--- src/rtl/pc_chk_satcnt.sv ---
// CNT_W-bit statistics counter: synchronous clear, increment that sticks at all-ones.
module pc_chk_satcnt #(
  parameter int CNT_W = 32
) (
  input  logic             clk,
  input  logic             clr,
  input  logic             inc,
  output logic [CNT_W-1:0] cnt
);

  function automatic logic [CNT_W-1:0] sat_inc(input logic [CNT_W-1:0] v);
    return (&v) ? v : v + {{(CNT_W-1){1'b0}}, 1'b1};
  endfunction

  always_ff @(posedge clk) begin
    if (clr)      cnt <= '0;
    else if (inc) cnt <= sat_inc(cnt);
  end

endmodule

--- config.mk ---
export PLATFORM = sky130hd
export DESIGN_NAME = pc_chk_satcnt
export DESIGN_NICKNAME = d
export VERILOG_FILES = /design/src/rtl/pc_chk_satcnt.sv
export SDC_FILE = /design/constraint.sdc
export NUM_CORES = 1
export LEC_CHECK = 0
export CAP_MARGIN = 20
export CORE_AREA = 2 2 65 67
export DETAILED_ROUTE_END_ITERATION = 16
export DIE_AREA = 0 0 67 69
export GPL_TIMING_DRIVEN = 0
export HOLD_SLACK_MARGIN = 0.12
export PLACE_DENSITY = 0.73
export SLEW_MARGIN = 15
export SYNTH_ARGS = -nofsm -noshare
export SYNTH_HDL_FRONTEND = slang
export SYNTH_SLANG_ARGS = --single-unit
--- constraint.sdc ---
create_clock -name clk -period 1.9 [get_ports clk]
set_clock_uncertainty 0.15 [all_clocks]
set_input_delay 0.38 -clock clk [delete_from_list [all_inputs] [get_ports clk]]
set_output_delay 0.38 -clock clk [all_outputs]
set_load 0.01 [all_outputs]
==> reports/qor.tcl, run 1 <==
set qor(drt_drc_violations_left) 0
set qor(setup_total_negative_slack_ns) -0.09127
set qor(crit_type) {register to register}
set qor(worst_ep_arrival_time_ns) 1.97
set qor(globalRoute.totalOverflow) 0
set qor(replace_congestion) 0.7779
set qor(max_cap_check_violation_count) 0
set qor(insertedDiodeCount) 0
set qor(switchingPower_mw) 0.2872
set qor(largest_registers) {cnt: 32 flops}
set qor(power_switching_share_pct) 22.74
set qor(fin_nets) 253
set qor(placement.io_buffers) 34
set qor(clock-sinks) 32
set qor(clock_path_buffers) 2
set qor(place_area_um2) 2132
set qor(crit-reg2reg-launch) {cnt[1]}
set qor(first_global_vias) 1425
set qor(combinationalPowerShare_pct) 3.7
set qor(power_frac_clock_pct) 43.0
set qor(placeableCoreArea_um2) 3914
set qor(num_rows) 23
set qor(synth_sequential_area_ratio_pct) 37.21
set qor(worst-slew-pin-transition_ns) 0.5417
set qor(fraction_of_layout_cells_with_a_size_suffix_above_1_pct) 35.20
set qor(vias) 1652
set qor(timing_hold_violations_final) 0
set qor(critical_path.max_stage_delay_ns) 0.43
set qor(postLayoutCoreUtil_pct) 65.31
set qor(number_of_antenna_violations_at_the_first_check_in_global_routing) 0
set qor(crit_slowest_cell) {o31ai_4}
set qor(grt_first_pass_wirelength_mm) 6.644
set qor(final_max_slew_viol_count) 0
set qor(postSynthCellCount) 191
set qor(syn_nets) 195
set qor(max-slew-margin-rel_pct) 63.88
set qor(crit_path_cell_trace) {ha_4, and3_4, nand4_4, o31ai_4, buf_6, o21ai_1, a21oi_1}
set qor(yosysUniqueCellTypes) 38
set qor(i_o_pin_cnt) 35
set qor(timing.final.crit_share_pct) 100.8
set qor(start_kind) {register}
set qor(intPower_mw) 0.9760
set qor(area_delta_synth_final_pct) 48.47
set qor(yosys_warnings) 0
set qor(detailed_placement_wirelength_estimate_mm) 2.767
set qor(die_x_um) 67
set qor(total_leakage_power_nw) 0.8315
set qor(cts.root.buffer_cell) {clkbuf_8}
set qor(irDropWorstVdd_uv) 351.5
set qor(tritoncts.num_buffers) 5
set qor(grt_max_degree) 11
set qor(wl_per_cell_um) 14.07
set qor(post_synth.cell_area_avg_um2) 9.014
set qor(critical_path_required_ns) 1.96
set qor(clkSlewWorstSetupHoldPaths_ns) 0.07
set qor(floorplan_die_area_um2) 4623
set qor(drt-pass1-iter-count) 4
set qor(crit_path_start) {cnt[1]}
set qor(violations_in_the_final_reports) {negative setup slack}
set qor(syn_area_um2) 1722
set qor(cp_max_fo) 5
set qor(grt_setup_unrepaired) {true}
set qor(clock_latency_ns) 0.29
set qor(fmax_mhz) 522.1
set qor(fin_crit_ns) 1.915
set qor(floorplan.initialDensity_pct) 43.99
set qor(htreeDepth) 2
set qor(ys_ff_latch) 32
set qor(ff2ff_setup_slack_ns) -0.02
set qor(max_flop_register) {cnt}
set qor(cts_tree) {built}
set qor(hp-class) {primary input to register}
set qor(critPathCaptureType) {register}
set qor(finalInstanceArea_um2) 2556
set qor(drt_wl_total_mm) 4.220
set qor(vias_per_cell) 5.507
set qor(status) {complete, but fails checks}
set qor(die_h_um) 69
set qor(power.density_nw_per_um2) 494.2
set qor(largest_register_ffs) 32
set qor(number_of_design_rule_violations_left_by_the_first_detailed_router_iteration) 86
set qor(antenna_violating_nets_post_route) 0
set qor(global_route.usage.total_pct) 18.42
set qor(fin_ws_ns) -0.01530
set qor(min-delay-start) {inc}
set qor(setup_viol) 9
set qor(power.sequential.fraction_pct) 53.3
## metrics by stage
step	hold WS, ns	worst slack, ns	power [mW]	std cells
after global routing	0.3537	-0.1068	1.305	300
final	0.3270	-0.01530	1.263	300
after global placement	0.3341	-0.5438	0.7381	275
after detailed placement	0.3464	-0.5915	0.7383	275
after floorplan	0.2991	0.009949	0.7153	191
after CTS	0.3549	-0.0009701	1.278	287
## power groups by stage
stage	Clock (mW)	Combinational [mW]	Sequential [mW]
CTS	0.555	0.0419	0.681
floorplan	0	0.0181	0.697
global placement	0	0.0424	0.696
detailed placement	0	0.0426	0.696
finish	0.543	0.0472	0.673
global route	0.578	0.0531	0.674
## worst max-delay path, delay by kind of cell, from the launching register on
kind / cells / cell delay (ns)
compound gates: 3 / 0.62
fa+ha+maj: 1 / 0.15
buf+inv: 1 / 0.19
flops: 1 / 0.37
simple gates: 2 / 0.36
## synthesized netlist by cell type
master | count | area [um^2]
dfxtp_1 | 32 | 640.6
a21oi_1 | 20 | 100.1
or3_1 | 16 | 100.1
nor2_1 | 13 | 48.80
nand2_1 | 11 | 41.29
nand3_1 | 10 | 50.05
o21ai_1 | 10 | 50.05
xnor2_1 | 9 | 78.83
and4_1 | 7 | 61.31
o21ai_0 | 6 | 30.03
nand4_1 | 5 | 31.28
and3_1 | 4 | 25.02
clkbuf_1 | 4 | 15.01
o31ai_1 | 4 | 30.03
xor2_1 | 4 | 35.03
a211oi_1 | 3 | 22.52
and2_1 | 3 | 18.77
buf_2 | 3 | 15.01
inv_1 | 3 | 11.26
buf_6 | 2 | 22.52
nand4_4 | 2 | 42.54
nor3_1 | 2 | 10.01
nor4b_2 | 2 | 30.03
or4_1 | 2 | 15.01
a2111oi_4 | 1 | 27.53
and4_2 | 1 | 10.01
and4_4 | 1 | 11.26
ha_1 | 1 | 12.51
nand2_2 | 1 | 6.260
nand4_2 | 1 | 12.51
nand4b_1 | 1 | 8.760
nor2_4 | 1 | 11.26
o2111ai_2 | 1 | 15.01
o311ai_1 | 1 | 8.760
o311ai_2 | 1 | 16.27
o311ai_4 | 1 | 26.28
o31ai_4 | 1 | 21.27
or2_4 | 1 | 8.760
## what timing repair did
item                                   CTS  global route
gates resized for setup                 20            53
setup endpoints to repair               30            33
hold buffers                             0             0
pin swaps                                3            26
endpoints found under the hold margin    0             0
setup buffers                            4            11
cloned                                   0             2
## path summary, 6_finish.rpt
| check | endpoint | cells after the start |
|---|---|---|
| max reg2reg | cnt[7] | 7 |
| min reg2reg | cnt[11] | 2 |
| max | cnt[7] | 7 |
| min | cnt[1] | 3 |
## cell type report
cell class	count	area, um^2
clock inverter	2	10.01
buffer	9	77.57
clock buffer	6	82.58
tap	50	62.56
inverter	3	11.26
timing repair buffer	51	483.0
multi-input combinational	147	1141
fill	327	1358
sequential	32	688.2
## placed cells by master (no fill, tap or decap), drive strengths merged, types with 2 or more instances in the layout
master / n
nor3: 2
nor2: 14
xnor2: 9
or4: 2
clkdlybuf4s50: 33
clkinv: 2
nor4b: 2
inv: 3
and4: 9
o311ai: 3
a211oi: 3
or3: 16
o31ai: 5
xor2: 4
dfxtp: 32
nand3: 10
buf: 22
and3: 4
clkbuf: 11
nand4: 8
a21oi: 20
and2: 3
nand2: 12
o21ai: 16
## logic make-up (layout without fill, tap and decap cells)
| logic type | after synthesis | in the layout | share of synthesized area [%] |
|---|---|---|---|
| and+or+nand+nor | 84 | 84 | 31.54 |
| AOI/OAI and AO/OA | 49 | 49 | 20.20 |
| DFF | 32 | 32 | 37.21 |
| xor gates and xnor gates | 13 | 13 | 6.613 |
| buffers and inverters | 12 | 71 | 3.706 |
| adders and majority gates | 1 | 1 | 0.7266 |
## metal layers
| layer | GRT usage [%] | vias up | routed length, um |
|---|---|---|---|
| li1 | - | 832 | - |
| met1 | 25.59 | 766 | 1898 |
| met2 | 26.95 | 46 | 2014 |
| met3 | 4.568 | 8 | 226 |
| met4 | 7.483 | 0 | 80 |
| met5 | 0 | - | 0 |
(Power assumes the default switching activity.)
==> run 2, diff against run 1 <==
- ABC_CLOCK_PERIOD_IN_PS: not set -> 1900
==> results of run 2 <==
Same layout as run 1: the final DEF is identical, and so are final timing and power.
==> run 3, diff against run 2 <==
- ABC_CLOCK_PERIOD_IN_PS: 1900 -> not set
- SLEW_MARGIN: 15 -> not set
- clock period: 1.9 -> 1.5 ns (I/O delays scaled with it)
==> reports/qor.tcl, run 3 (synthesis results as in run 1) <==
set qor(replace_congestion) 0.7524
set qor(power_switching_share_pct) 24.19
set qor(antenna_violating_nets_post_route) 0
set qor(violations_in_the_final_reports) {negative setup slack}
set qor(drt_drc_violations_left) 0
set qor(cts.root.buffer_cell) {clkbuf_8}
set qor(wl_per_cell_um) 16.08
set qor(stdcell_count) 317
set qor(htreeDepth) 2
set qor(global_route.usage.total_pct) 22.14
set qor(detailed_placement_wirelength_estimate_mm) 2.755
set qor(num_rows) 23
set qor(number_of_antenna_violations_at_the_first_check_in_global_routing) 0
set qor(grt_max_degree) 11
set qor(ff2ff_path_depth) 6
set qor(intPower_mw) 1.232
set qor(critical_path_required_ns) 1.57
set qor(floorplan.initialDensity_pct) 43.99
set qor(largest_register_ffs) 32
set qor(fmax_mhz) 540.5
set qor(cts_tree) {built}
set qor(area_delta_synth_final_pct) 60.39
set qor(worst-slew-pin-transition_ns) 0.5625
set qor(irDropWorstVdd_uv) 417.6
set qor(clock_latency_ns) 0.29
set qor(power.density_nw_per_um2) 588.6
set qor(insertedDiodeCount) 0
set qor(largest_registers) {cnt: 32 flops}
set qor(power_frac_clock_pct) 44.0
set qor(hold_buffers) 0
set qor(i_o_pin_cnt) 35
set qor(cp_max_fo) 6
set qor(first_global_vias) 1616
set qor(critPathCaptureType) {register}
set qor(fin_crit_ns) 1.850
set qor(fin_ws_ns) -0.3500
set qor(grt_first_pass_wirelength_mm) 7.824
set qor(switchingPower_mw) 0.3932
set qor(vias) 1769
set qor(timing.final.crit_share_pct) 123.3
set qor(post-place-cells) 275
set qor(clock-sinks) 32
set qor(max-slew-margin-rel_pct) 62.50
set qor(power.sequential.fraction_pct) 52.0
set qor(most_frequent_cells_in_the_layout) {buf_4 (28), dlygate4sd2_1 (24), a21oi_1 (18), dfxtp_2 (17), or3_1 (15)}
set qor(tritoncts.num_buffers) 5
set qor(status) {complete, but fails checks}
set qor(max_flop_register) {cnt}
set qor(placeableCoreArea_um2) 3914
set qor(number_of_design_rule_violations_left_by_the_first_detailed_router_iteration) 107
set qor(fin_nets) 270
set qor(placement.io_buffers) 34
set qor(crit_type) {register to register}
set qor(vias_per_cell) 5.580
set qor(fraction_of_layout_cells_with_a_size_suffix_above_1_pct) 43.07
set qor(clkSlewWorstSetupHoldPaths_ns) 0.07
set qor(die_x_um) 67
set qor(timing_hold_violations_final) 0
set qor(drt_wl_total_mm) 5.096
set qor(floorplan_die_area_um2) 4623
set qor(grt_setup_unrepaired) {true}
set qor(combinationalPowerShare_pct) 4.0
set qor(finalHoldWorstSlack_ns) 0.3520
set qor(total_leakage_power_nw) 1.070
set qor(whs_path_depth) 2
set qor(setup_viol) 32
set qor(clock_path_buffers) 2
set qor(start_kind) {register}
set qor(die_h_um) 69
set qor(drt-pass1-iter-count) 4
set qor(hp-class) {register to register}
set qor(final_common_cell) {buf_4}
set qor(globalRoute.totalOverflow) 0
set qor(worst_ep_arrival_time_ns) 1.92
set qor(final_max_slew_viol_count) 0
set qor(max_cap_check_violation_count) 0
## run 3: changes by cell type in the layout (fill, tap and decap cells not counted), sizes merged
cell,delta
clkdlybuf4s15,+9
clkdlybuf4s50,-32
clkbuf,-1
buf,+17
dlygate4sd2,+24
## run 3: final cells by class
class                           count  area [um^2]
Timing Repair Buffer               68        596.8
Multi-Input combinational cell    147         1211
Tap cell                           50        62.56
Fill cell                         328         1152
Inverter                            3        11.26
Clock buffer                        6        82.58
Clock inverter                      2        10.01
Buffer                              9        83.83
Sequential cell                    32        703.2
## run 3: repair_timing
item,CTS,global route
hold endpoints to repair,0,0
endpoints found under the setup margin,64,35
pin swaps,23,16
resized for setup,71,20
gates cloned,2,0
setup buffers,28,4
## run 3: worst paths after layout
path,start,to,slack (ns)
setup / recovery,cnt[2],cnt[15],-0.35
setup reg to reg,cnt[2],cnt[15],-0.35
hold reg to reg,cnt[13],cnt[13],0.35
hold / removal,cnt[13],cnt[13],0.35
## run 3: per-layer routing
layer,share of wire [%],wire length (um),GRT usage (%),up-vias
li1,-,-,-,865
met3,4.8,246,5.710,9
met2,49,2496,36.08,42
met4,1.9,96,6.122,0
met5,0,0,0,-
met1,44,2256,28.48,853
## run 3: stage by stage
| stage | setup TNS (ns) | utilization (%) | area [um^2] | power, mW | setup WS (ns) |
|---|---|---|---|---|---|
| 5_1_grt | -11.84 | 70.56 | 2761 | 1.679 | -0.4318 |
| 2_1_floorplan | -6.143 | - | 1834 | 0.9002 | -0.2650 |
| 4_1_cts | -8.045 | 67.65 | 2648 | 1.638 | -0.3177 |
| 6_report | -9.091 | 70.56 | 2761 | 1.625 | -0.3500 |
| 3_5_place_dp | -19.43 | 57.16 | 2237 | 0.9325 | -0.8949 |
| 3_3_place_gp | -18.51 | 57.16 | 2237 | 0.9304 | -0.8641 |
## run 3: power by group through the flow
stage | logic (mW) | clock network, mW | registers [mW]
detailed placement | 0.0578 | 0 | 0.875
global placement | 0.0560 | 0 | 0.874
finish | 0.0647 | 0.715 | 0.846
CTS | 0.0607 | 0.731 | 0.846
global route | 0.0722 | 0.761 | 0.846
floorplan | 0.0243 | 0 | 0.876
## run 3: critical path, stage by stage (launching register included)
cell	delay, ns
dfxtp_2	0.39
and4_4	0.26
and2_1	0.18
o31ai_4	0.12
buf_6	0.15
or4_1	0.39
a21oi_1	0.14
